[config.mk]
export PLATFORM = sky130hd
export DESIGN_NAME = recepcao_quadro_peso
export DESIGN_NICKNAME = d
export VERILOG_FILES = /design/src/rtl/quadro_peso_pkg.sv /design/src/rtl/timeout_quadro.sv /design/src/rtl/recepcao_quadro_peso.sv
export SDC_FILE = /design/constraint.sdc
export NUM_CORES = 1
export LEC_CHECK = 0
export ABC_AREA = 1
export CORE_ASPECT_RATIO = 1.4
export CORE_MARGIN = 5
export CORE_UTILIZATION = 30
export CTS_BUF_LIST = sky130_fd_sc_hd__clkbuf_16
export CTS_CLUSTER_DIAMETER = 50
export DETAILED_ROUTE_END_ITERATION = 10
export HOLD_SLACK_MARGIN = 0.1
export PLACE_DENSITY = 0.56
export SETUP_SLACK_MARGIN = 0.1
export SLEW_MARGIN = 20
export SYNTH_ARGS = -nofsm -noshare
export SYNTH_HDL_FRONTEND = slang
export SYNTH_SLANG_ARGS = --single-unit
export TNS_END_PERCENT = 30
[constraint.sdc]
create_clock -name clock -period 2.6 [get_ports clock]
set_input_delay 0.26 -clock clock [delete_from_list [all_inputs] [get_ports clock]]
set_output_delay 0.26 -clock clock [all_outputs]
set_load 0.01 [all_outputs]
[src/rtl/quadro_peso_pkg.sv]
`default_nettype none
// ============================================================================
// Module : quadro_peso_pkg
// Brief  : Shared constants, state type and helpers for the weight-frame parser.
// Rev    : 1.0 - initial release
// ============================================================================
package quadro_peso_pkg;

  localparam logic [7:0] ASCII_INICIO = 8'h23;
  localparam logic [7:0] ASCII_FIM    = 8'h3B;
  localparam logic [7:0] ASCII_ZERO   = 8'h30;

  typedef enum logic [1:0] {
    OCIOSO = 2'd0,
    DADOS  = 2'd1,
    FIM    = 2'd2
  } estado_t;

  function automatic logic ehDigito(input logic [7:0] b);
    return (b >= ASCII_ZERO) && (b <= 8'h39);
  endfunction

endpackage
`default_nettype wire

[src/rtl/timeout_quadro.sv]
`default_nettype none
// ============================================================================
// Module : timeout_quadro
// Brief  : Inter-byte idle counter; flags expiry after TIMEOUT_CICLOS idle clocks.
// Rev    : 1.0 - initial release
// ============================================================================
module timeout_quadro #(
  parameter int TIMEOUT_CICLOS = 5_000_000
) (
  input  logic clock,
  input  logic reset,
  input  logic zera,
  input  logic conta,
  output logic fim
);

  localparam int W = (TIMEOUT_CICLOS > 1) ? $clog2(TIMEOUT_CICLOS) : 1;
  localparam logic [W-1:0] LIMITE = W'(TIMEOUT_CICLOS - 1);

  logic [W-1:0] r_contagem;

  // Holds at the limit; the parser leaves the frame on the next edge, which clears it.
  always_ff @(posedge clock) begin
    if (reset || zera) begin
      r_contagem <= '0;
    end else if (conta && (r_contagem != LIMITE)) begin
      r_contagem <= r_contagem + 1'b1;
    end
  end

  assign fim = conta && (r_contagem == LIMITE);

endmodule
`default_nettype wire

[src/rtl/recepcao_quadro_peso.sv]
`default_nettype none
// ============================================================================
// Module : recepcao_quadro_peso
// Brief  : Parses "#<max><min><atual>;" ASCII frames into packed-BCD weight
//          fields, updated atomically per good frame. Optional inter-byte
//          timeout is built when FRAME_TIMEOUT_EN is defined.
// Rev    : 1.0 - initial release
// ============================================================================
module recepcao_quadro_peso
  import quadro_peso_pkg::*;
#(
  parameter int N_DIGITOS      = 4,
  parameter int TIMEOUT_CICLOS = 5_000_000
) (
  input  logic                   clock,
  input  logic                   reset,
  input  logic [7:0]             rx_dado,
  input  logic                   rx_valido,
  output logic [4*N_DIGITOS-1:0] peso_max,
  output logic [4*N_DIGITOS-1:0] peso_min,
  output logic [4*N_DIGITOS-1:0] peso_atual,
  output logic                   quadro_pronto,
  output logic                   erro_quadro,
  output logic                   ocupado,
  output logic [3:0]             db_erros,
  output logic [1:0]             db_estado
);

  localparam int TOTAL = 3 * N_DIGITOS;
  localparam int LARG  = 4 * N_DIGITOS;
  localparam int IDX_W = $clog2(TOTAL + 1);
  localparam logic [IDX_W-1:0] ULTIMO = IDX_W'(TOTAL - 1);

  estado_t            r_estado, w_estadoProx;
  logic [4*TOTAL-1:0] r_staging, w_stagingProx;
  logic [IDX_W-1:0]   r_indice, w_indiceProx;
  logic               w_ok, w_erro, w_timeout;

`ifdef FRAME_TIMEOUT_EN
  timeout_quadro #(
    .TIMEOUT_CICLOS (TIMEOUT_CICLOS)
  ) u_timeout (
    .clock (clock),
    .reset (reset),
    .zera  (rx_valido || (r_estado == OCIOSO)),
    .conta (r_estado != OCIOSO),
    .fim   (w_timeout)
  );
`else
  assign w_timeout = 1'b0;
`endif

  always_comb begin
    w_estadoProx  = r_estado;
    w_stagingProx = r_staging;
    w_indiceProx  = r_indice;
    w_ok          = 1'b0;
    w_erro        = 1'b0;
    if (rx_valido) begin
      if (rx_dado == ASCII_INICIO) begin
        w_erro        = (r_estado != OCIOSO);
        w_estadoProx  = DADOS;
        w_stagingProx = '0;
        w_indiceProx  = '0;
      end else begin
        case (r_estado)
          OCIOSO: ;
          DADOS: begin
            if (ehDigito(rx_dado)) begin
              // Low nibble of an ASCII digit equals (byte - '0').
              w_stagingProx = {r_staging[4*TOTAL-5:0], rx_dado[3:0]};
              w_indiceProx  = r_indice + 1'b1;
              if (r_indice == ULTIMO) w_estadoProx = FIM;
            end else begin
              w_erro        = 1'b1;
              w_estadoProx  = OCIOSO;
              w_stagingProx = '0;
              w_indiceProx  = '0;
            end
          end
          FIM: begin
            w_ok          = (rx_dado == ASCII_FIM);
            w_erro        = (rx_dado != ASCII_FIM);
            w_estadoProx  = OCIOSO;
            w_stagingProx = '0;
            w_indiceProx  = '0;
          end
          default: w_estadoProx = OCIOSO;
        endcase
      end
    end else if (w_timeout) begin
      w_erro        = 1'b1;
      w_estadoProx  = OCIOSO;
      w_stagingProx = '0;
      w_indiceProx  = '0;
    end
  end

  always_ff @(posedge clock) begin
    if (reset) begin
      r_estado      <= OCIOSO;
      r_staging     <= '0;
      r_indice      <= '0;
      peso_max      <= '0;
      peso_min      <= '0;
      peso_atual    <= '0;
      quadro_pronto <= 1'b0;
      erro_quadro   <= 1'b0;
      ocupado       <= 1'b0;
      db_erros      <= 4'd0;
    end else begin
      r_estado      <= w_estadoProx;
      r_staging     <= w_stagingProx;
      r_indice      <= w_indiceProx;
      quadro_pronto <= w_ok;
      erro_quadro   <= w_erro;
      ocupado       <= (w_estadoProx != OCIOSO);
      if (w_ok) begin
        peso_max   <= r_staging[3*LARG-1 -: LARG];
        peso_min   <= r_staging[2*LARG-1 -: LARG];
        peso_atual <= r_staging[LARG-1:0];
      end
      if (w_erro && (db_erros != 4'd15)) db_erros <= db_erros + 4'd1;
    end
  end

  assign db_estado = r_estado;

endmodule
`default_nettype wire

==> results of run 1 <==
[registers in the layout (all words and copies together), names as in the netlist]
register and count:
peso_max 16, quadro_pronto 1, db_estado 2, r_staging 48
peso_min 16, r_indice 4, ocupado 1, erro_quadro 1
peso_atual 16, db_erros 4
[per-layer routing]
layer | wire length, um | GRT usage
met1 | 4270 | 0.154
met2 | 4960 | 0.209
met3 | 441 | 0.0237
met4 | 91 | 0.0499
met5 | 0 | 0
[through the flow]
step           area [um^2]  setup slack, ns
2_1_floorplan         4180             1.00
3_3_place_gp          4940            0.382
3_5_place_dp          4940            0.353
4_1_cts               5220            0.472
5_1_grt               5220            0.240
6_report              5220            0.475
[worst max-delay path, stage by stage (launching register included)]
cell      delay (ns)
dfxtp_1         0.37
inv_1           0.10
ha_1            0.24
inv_1           0.17
nand3_2         0.12
nand2_4         0.07
clkinv_2        0.53
nor2_1          0.31
nor3_2          0.06
[final cells by class]
class	count	share of cell area
clock inverters	7	0.0113
flip-flops and latches	109	0.418
repair buffers	73	0.141
inverters	18	0.0132
clock buffers	9	0.0431
well taps	185	0.0443
multi-input cells	368	0.329
[placed cells by master (no fill, tap or decap), drive strengths merged, types with 2 or more instances in the layout]
cell	count
nand4	5
clkinv	5
o22ai	2
o21ai	4
clkdlybuf4s50	66
ha	5
xor2	2
buf	7
nand2	168
a21oi	104
nand3	54
dfxtp	109
inv	19
clkbuf	9
nor3	5
nor2	17
[logic make-up (layout without fill, tap and decap cells)]
kind of cell,after synthesis,count (layout)
compound gates,110,110
xor+xnor,3,3
fa+ha+maj,5,5
buf+inv,55,107
flops,109,109
simple gates,250,250
[power by group through the flow]
stage	clock network (mW)	logic (mW)	registers, mW
finish	1.31	0.114	1.68
CTS	1.37	0.115	1.68
floorplan	0	0.0755	1.72
global placement	0	0.113	1.72
global route	1.41	0.127	1.68
detailed placement	0	0.115	1.72
[worst paths after layout]
| check | to | startpoint | cells after the start | slack (ns) |
|---|---|---|---|---|
| worst max register to register | r_staging[31] | db_estado[0] | 8 | 0.48 |
| worst min register to register | peso_min[5] | peso_min[5] | 2 | 0.46 |
| worst min-delay path | peso_min[6] | reset | 2 | 0.46 |
| worst max-delay path | r_staging[31] | db_estado[0] | 8 | 0.48 |
==> summary.txt, run 1 <==
Synth
  • Post-synthesis net count: 548
  • Ys async rst share: 0
  • Post-synth EDFFs: 0
  • Post-synthesis sequential area ratio: 0.522
  • Adder-Cell Fraction of Synth Area: 0.0150
  • Synth Area in XOR/XNOR: 0.00629
  • Ranking of synthesized cells by area: dfxtp_1 52%, nand2_1 15%, a21oi_1 12%
  • Dominant cell type by area after synthesis: dfxtp_1
  • Synth Flop Type: dfxtp_1
  • Simple-gate share of the synthesized area: 0.256
  • Share of the synthesized area in the top cell type: 0.522
  • Mux contribution to synthesized area: 0
  • Total number of yosys warnings: 0
  • Count leader, synth: nand2_1
  • Top post-synthesis cells by count: 167 x nand2_1, 109 x dfxtp_1, 104 x a21oi_1
  • Largest family of logic cells by synthesized area: simple AND/OR/NAND/NOR gates
  • Post-synthesis compound-gate area fraction: 0.132
  • Yosys cell types: 24
  • Mapped Cells: 532
  • Cell Area, Synth: 0.00418 mm^2
  • Seq cells post-synth: 109
  • Mapped Avg Cell Area: 7.86 um^2

Timing
  • Count of final setup violators: 0
  • Final Hold Viols: 0
  • Setup tns final: 0 ns
  • Layout Skew: 0.00816 ns
  • Final period util: 0.817
  • Final hold slack: 0.458 ns
  • Minimum clock period after layout: 2.12 ns
  • FMAX: 471 MHz
  • Worst Tran Pin Value: 0.807 ns
  • RSZ-0062 raised after global routing: false
  • Final-report max-slew violation count: 0
  • Relative max-transition margin: 0.461

Routing
  • Vias per cell: 4.62
  • Post-Route WL: 9.76 mm
  • Total iterations of the first detailed-routing run: 4
  • Iter 0 DRT Violations: 185
  • Antenna viol nets, final: 0
  • DR WL/cell: 12.7 um
  • Drt drc: 0
  • Routed via count: 3552

Place
  • Post-DP HPWL: 6.36 mm
  • DP Cell Count: 753
  • GP Congestion: 0.749
  • Port bufs: 67

Clocking
  • Clock-pin slew on the worst setup and hold paths: 0.07 ns
  • Root Buffer: clkbuf_16
  • Clock latency on the worst-skew pair: 0.34 ns
  • Setup bufs post-CTS: 0
  • # resized after CTS: 0
  • Post-cts hold buffer count: 0
  • Clock net sink count: 109
  • CTS HTree Levels: 3
  • CTS tree: done
  • TritonCTS Buffers: 9
  • Clock Path Buffers: 2

Pwr
  • Sw power: 0.663 mW
  • Power Density: 595 mW/mm^2
  • Int Power: 2.44 mW
  • Worst VDD drop: 0.000287 V
  • Power Total: 3.11 mW
  • Leakage: 1.76 nW
  • Clock power share: 0.423
  • Comb pwr share: 0.037
  • Reg power frac: 0.540
  • Net Sw Frac: 0.213

Setup path
  • Crit path required time: 2.80 ns
  • Startpoint types: flip-flop
  • Setup CP Type: flip-flop to flip-flop
  • Max FO, Critical Path: 51
  • Arr. time, crit path: 2.33 ns
  • Worst Setup End Kind: flip-flop

Floorplanning
  • Die Height: 150 um
  • Die area: 0.0164 mm^2
  • Initial Util: 0.303
  • Core area: 0.0138 mm^2
  • Chip width: 110 um
  • I/O Pins: 68
  • FP Rows: 51

Finish
  • Final Core Density: 0.379
  • Fillers: 1471
  • Nets@finish: 595
  • Area Growth Syn to Fin: 25.0%
  • Non-Filler Instances: 769
  • Sequential Area: 0.00218 mm^2
  • Layout cells sized above 1: 0.0514
  • N_diodes: 0
  • Area of the multi-input gates: 0.00172 mm^2

Global route
  • Initial antenna violation count: 0
  • First-pass GRT wire length: 16.5 mm
  • Vias in the first global route: 3397
  • Gr ovfl total: 0
  • Largest net degree at the start of global routing: 66
  • GRT Overall Usage: 0.124

Outcome
  • Status: finished, final reports clean

Hold path
  • Hold Path Class: input pin to flip-flop

Job
  • Max-Cap Viols: 0
Note: power is estimated with default switching activity, not from simulation.
==> run 2: changes to the inputs <==
Settings changed: PLACE_DENSITY 0.56 to 0.58.
Clock period 2.6 ns to 1.8 ns, I/O delays scaled along.
==> summary.txt, run 2 (synthesis results as in run 1) <==
Outcome
  • Status: finished, final reports clean (unchanged)

Global route
  • Gr ovfl total: 0 (unchanged)
  • First-pass GRT wire length: 17.0 mm (was 16.5 mm)
  • Vias in the first global route: 3594 (was 3397)
  • Largest net degree at the start of global routing: 42 (was 66)
  • Initial antenna violation count: 0 (unchanged)
  • GRT Overall Usage: 0.129 (was 0.124)

Floorplanning
  • Die Height: 150 um (unchanged)
  • Initial Util: 0.303 (unchanged)
  • I/O Pins: 68 (unchanged)
  • Core area: 0.0138 mm^2 (unchanged)
  • FP Rows: 51 (unchanged)
  • Die area: 0.0164 mm^2 (unchanged)
  • Chip width: 110 um (unchanged)

Timing
  • Final Hold Viols: 0 (unchanged)
  • Worst Tran Pin Value: 0.422 ns (was 0.807 ns)
  • Layout Skew: 0.00583 ns (was 0.00816 ns)
  • Minimum clock period after layout: 1.63 ns (was 2.12 ns)
  • Final WS setup: 0.166 ns (was 0.475 ns)
  • FMAX: 612 MHz (was 471 MHz)
  • Relative max-transition margin: 0.719 (was 0.461)
  • Final-report max-slew violation count: 0 (unchanged)
  • Setup tns final: 0 ns (unchanged)
  • Final period util: 0.908 (was 0.817)
  • Count of final setup violators: 0 (unchanged)
  • RSZ-0062 raised after global routing: true (was false)

Setup path
  • Setup CP Type: flip-flop to flip-flop (unchanged)
  • Most frequent CP cell: buf_4 (was inv_1)
  • Cells on worst reg2reg path: 8 (unchanged)
  • Worst Setup End Kind: flip-flop (unchanged)
  • Crit path required time: 2.08 ns (was 2.80 ns)
  • Crit-path cells: inv_1 > ha_2 > inv_2 > buf_4 > nor3_4 > buf_4 > nand2_1 > a21oi_1 (was inv_1 > ha_1 > inv_1 > nand3_2 > nand2_4 > clkinv_2 > nor2_1 > nor3_2)
  • CP top delay family: buffers and inverters (unchanged)
  • Max FO, Critical Path: 13 (was 51)
  • Arr. time, crit path: 1.91 ns (was 2.33 ns)
  • Startpoint types: flip-flop (unchanged)
  • Buffers plus inverters on the worst setup path: 4 (was 3)
  • Worst R2R Setup Slack: 0.17 ns (was 0.48 ns)
  • Crit path max-delay cell type: nor3_4 (was clkinv_2)
  • Critical path depth: 8 (unchanged)
  • CP peak stage delay: 0.32 ns (was 0.53 ns)

Finish
  • Commonest non-fill, non-tap cell in the layout: nand2_1 (unchanged)
  • Non-Filler Instances: 796 (was 769)
  • Most frequent cells in the layout: 165 x nand2_1, 109 x dfxtp_1, 100 x a21oi_1 (was 167 x nand2_1, 109 x dfxtp_1, 104 x a21oi_1)
  • Layout cells sized above 1: 0.113 (was 0.0514)
  • Fillers: 1421 (was 1471)
  • N_diodes: 0 (unchanged)
  • Area of the multi-input gates: 0.00179 mm^2 (was 0.00172 mm^2)
  • Sequential Area: 0.00218 mm^2 (unchanged)
  • Final Core Density: 0.401 (was 0.379)
  • Max FFs per register: 48 (unchanged)
  • Area Growth Syn to Fin: 32.3% (was 25.0%)
  • Nets@finish: 622 (was 595)
  • Largest Register: r_staging (unchanged)

Place
  • DP Cell Count: 773 (was 753)
  • Port bufs: 67 (unchanged)
  • GP Congestion: 0.767 (was 0.749)
  • DP Worst Slack: -0.466 ns (was 0.353 ns)
  • Post-DP HPWL: 6.75 mm (was 6.36 mm)

Job
  • Max-Cap Viols: 0 (unchanged)

Clocking
  • CTS tree: done (unchanged)
  • Root Buffer: clkbuf_16 (unchanged)
  • CTS HTree Levels: 3 (unchanged)
  • Clock net sink count: 109 (unchanged)
  • Clock-pin slew on the worst setup and hold paths: 0.07 ns (about the same)
  • TritonCTS Buffers: 9 (unchanged)
  • Clock latency on the worst-skew pair: 0.34 ns (about the same)
  • Clock Path Buffers: 2 (unchanged)
  • Post-cts hold buffer count: 0 (unchanged)

Pwr
  • Worst VDD drop: 0.000404 V (was 0.000287 V)
  • Leakage: 1.90 nW (was 1.76 nW)
  • Power Total: 4.42 mW (was 3.11 mW)
  • Power Density: 799 mW/mm^2 (was 595 mW/mm^2)

Routing
  • Routed via count: 3779 (was 3552)
  • Vias per cell: 4.75 (was 4.62)
  • Antenna viol nets, final: 0 (unchanged)
  • DR WL/cell: 13.3 um (was 12.7 um)
  • Iter 0 DRT Violations: 213 (was 185)
  • Drt drc: 0 (unchanged)
  • Total iterations of the first detailed-routing run: 5 (was 4)
  • Post-Route WL: 10.6 mm (was 9.76 mm)

Hold path
  • Hold Path Class: input pin to flip-flop (unchanged)
  • Hold Crit Depth: 2 (unchanged)
[run 2: final cells by class]
class | instances | share of cell area
Clock inverter | 7 | 0.00656
Timing Repair Buffer | 97 | 0.181
Inverter | 18 | 0.0127
Sequential cell | 109 | 0.395
Tap cell | 185 | 0.0419
Multi-Input combinational cell | 371 | 0.323
Clock buffer | 9 | 0.0407
[run 2: per-layer routing]
layer,share of wire,GRT usage
met2,0.51,0.216
met3,0.052,0.0354
met4,0.026,0.0624
met5,0,0
met1,0.41,0.152
[run 2: path summary, 6_finish.rpt]
kind	startpoint	endpoint
worst min-delay path	reset	peso_min[12]
worst max register to register	db_estado[0]	peso_atual[3]
worst max-delay path	db_estado[0]	peso_atual[3]
worst min register to register	peso_min[2]	peso_min[2]
[run 2: report_power, final]
part           switching [mW]  internal [mW]
combinational           0.128         0.0845
clock                   0.865          0.920
sequential            0.00587           2.42
total                   0.998           3.42
[run 2: worst register-to-register path, cell delays in order (launching register included)]
cell and delay (ns):
dfxtp_1 0.31, inv_1 0.07, ha_2 0.19, inv_2 0.04
buf_4 0.14, nor3_4 0.32, buf_4 0.25, nand2_1 0.10
a21oi_1 0.15
[run 2: through the flow]
step | hold slack [ns] | area [um^2]
final | 0.264 | 5530
after global routing | 0.280 | 5530
after CTS | 0.260 | 5380
after detailed placement | 0.453 | 5100
after global placement | 0.451 | 5100
after floorplan | 0.340 | 4180
[run 2: repair_timing]
item / CTS / global route
pin swaps: 1 / 4
gates cloned: 1 / 3
setup endpoints to repair: 51 / 102
resized for setup: 1 / 25
buffers inserted: 0 / 3
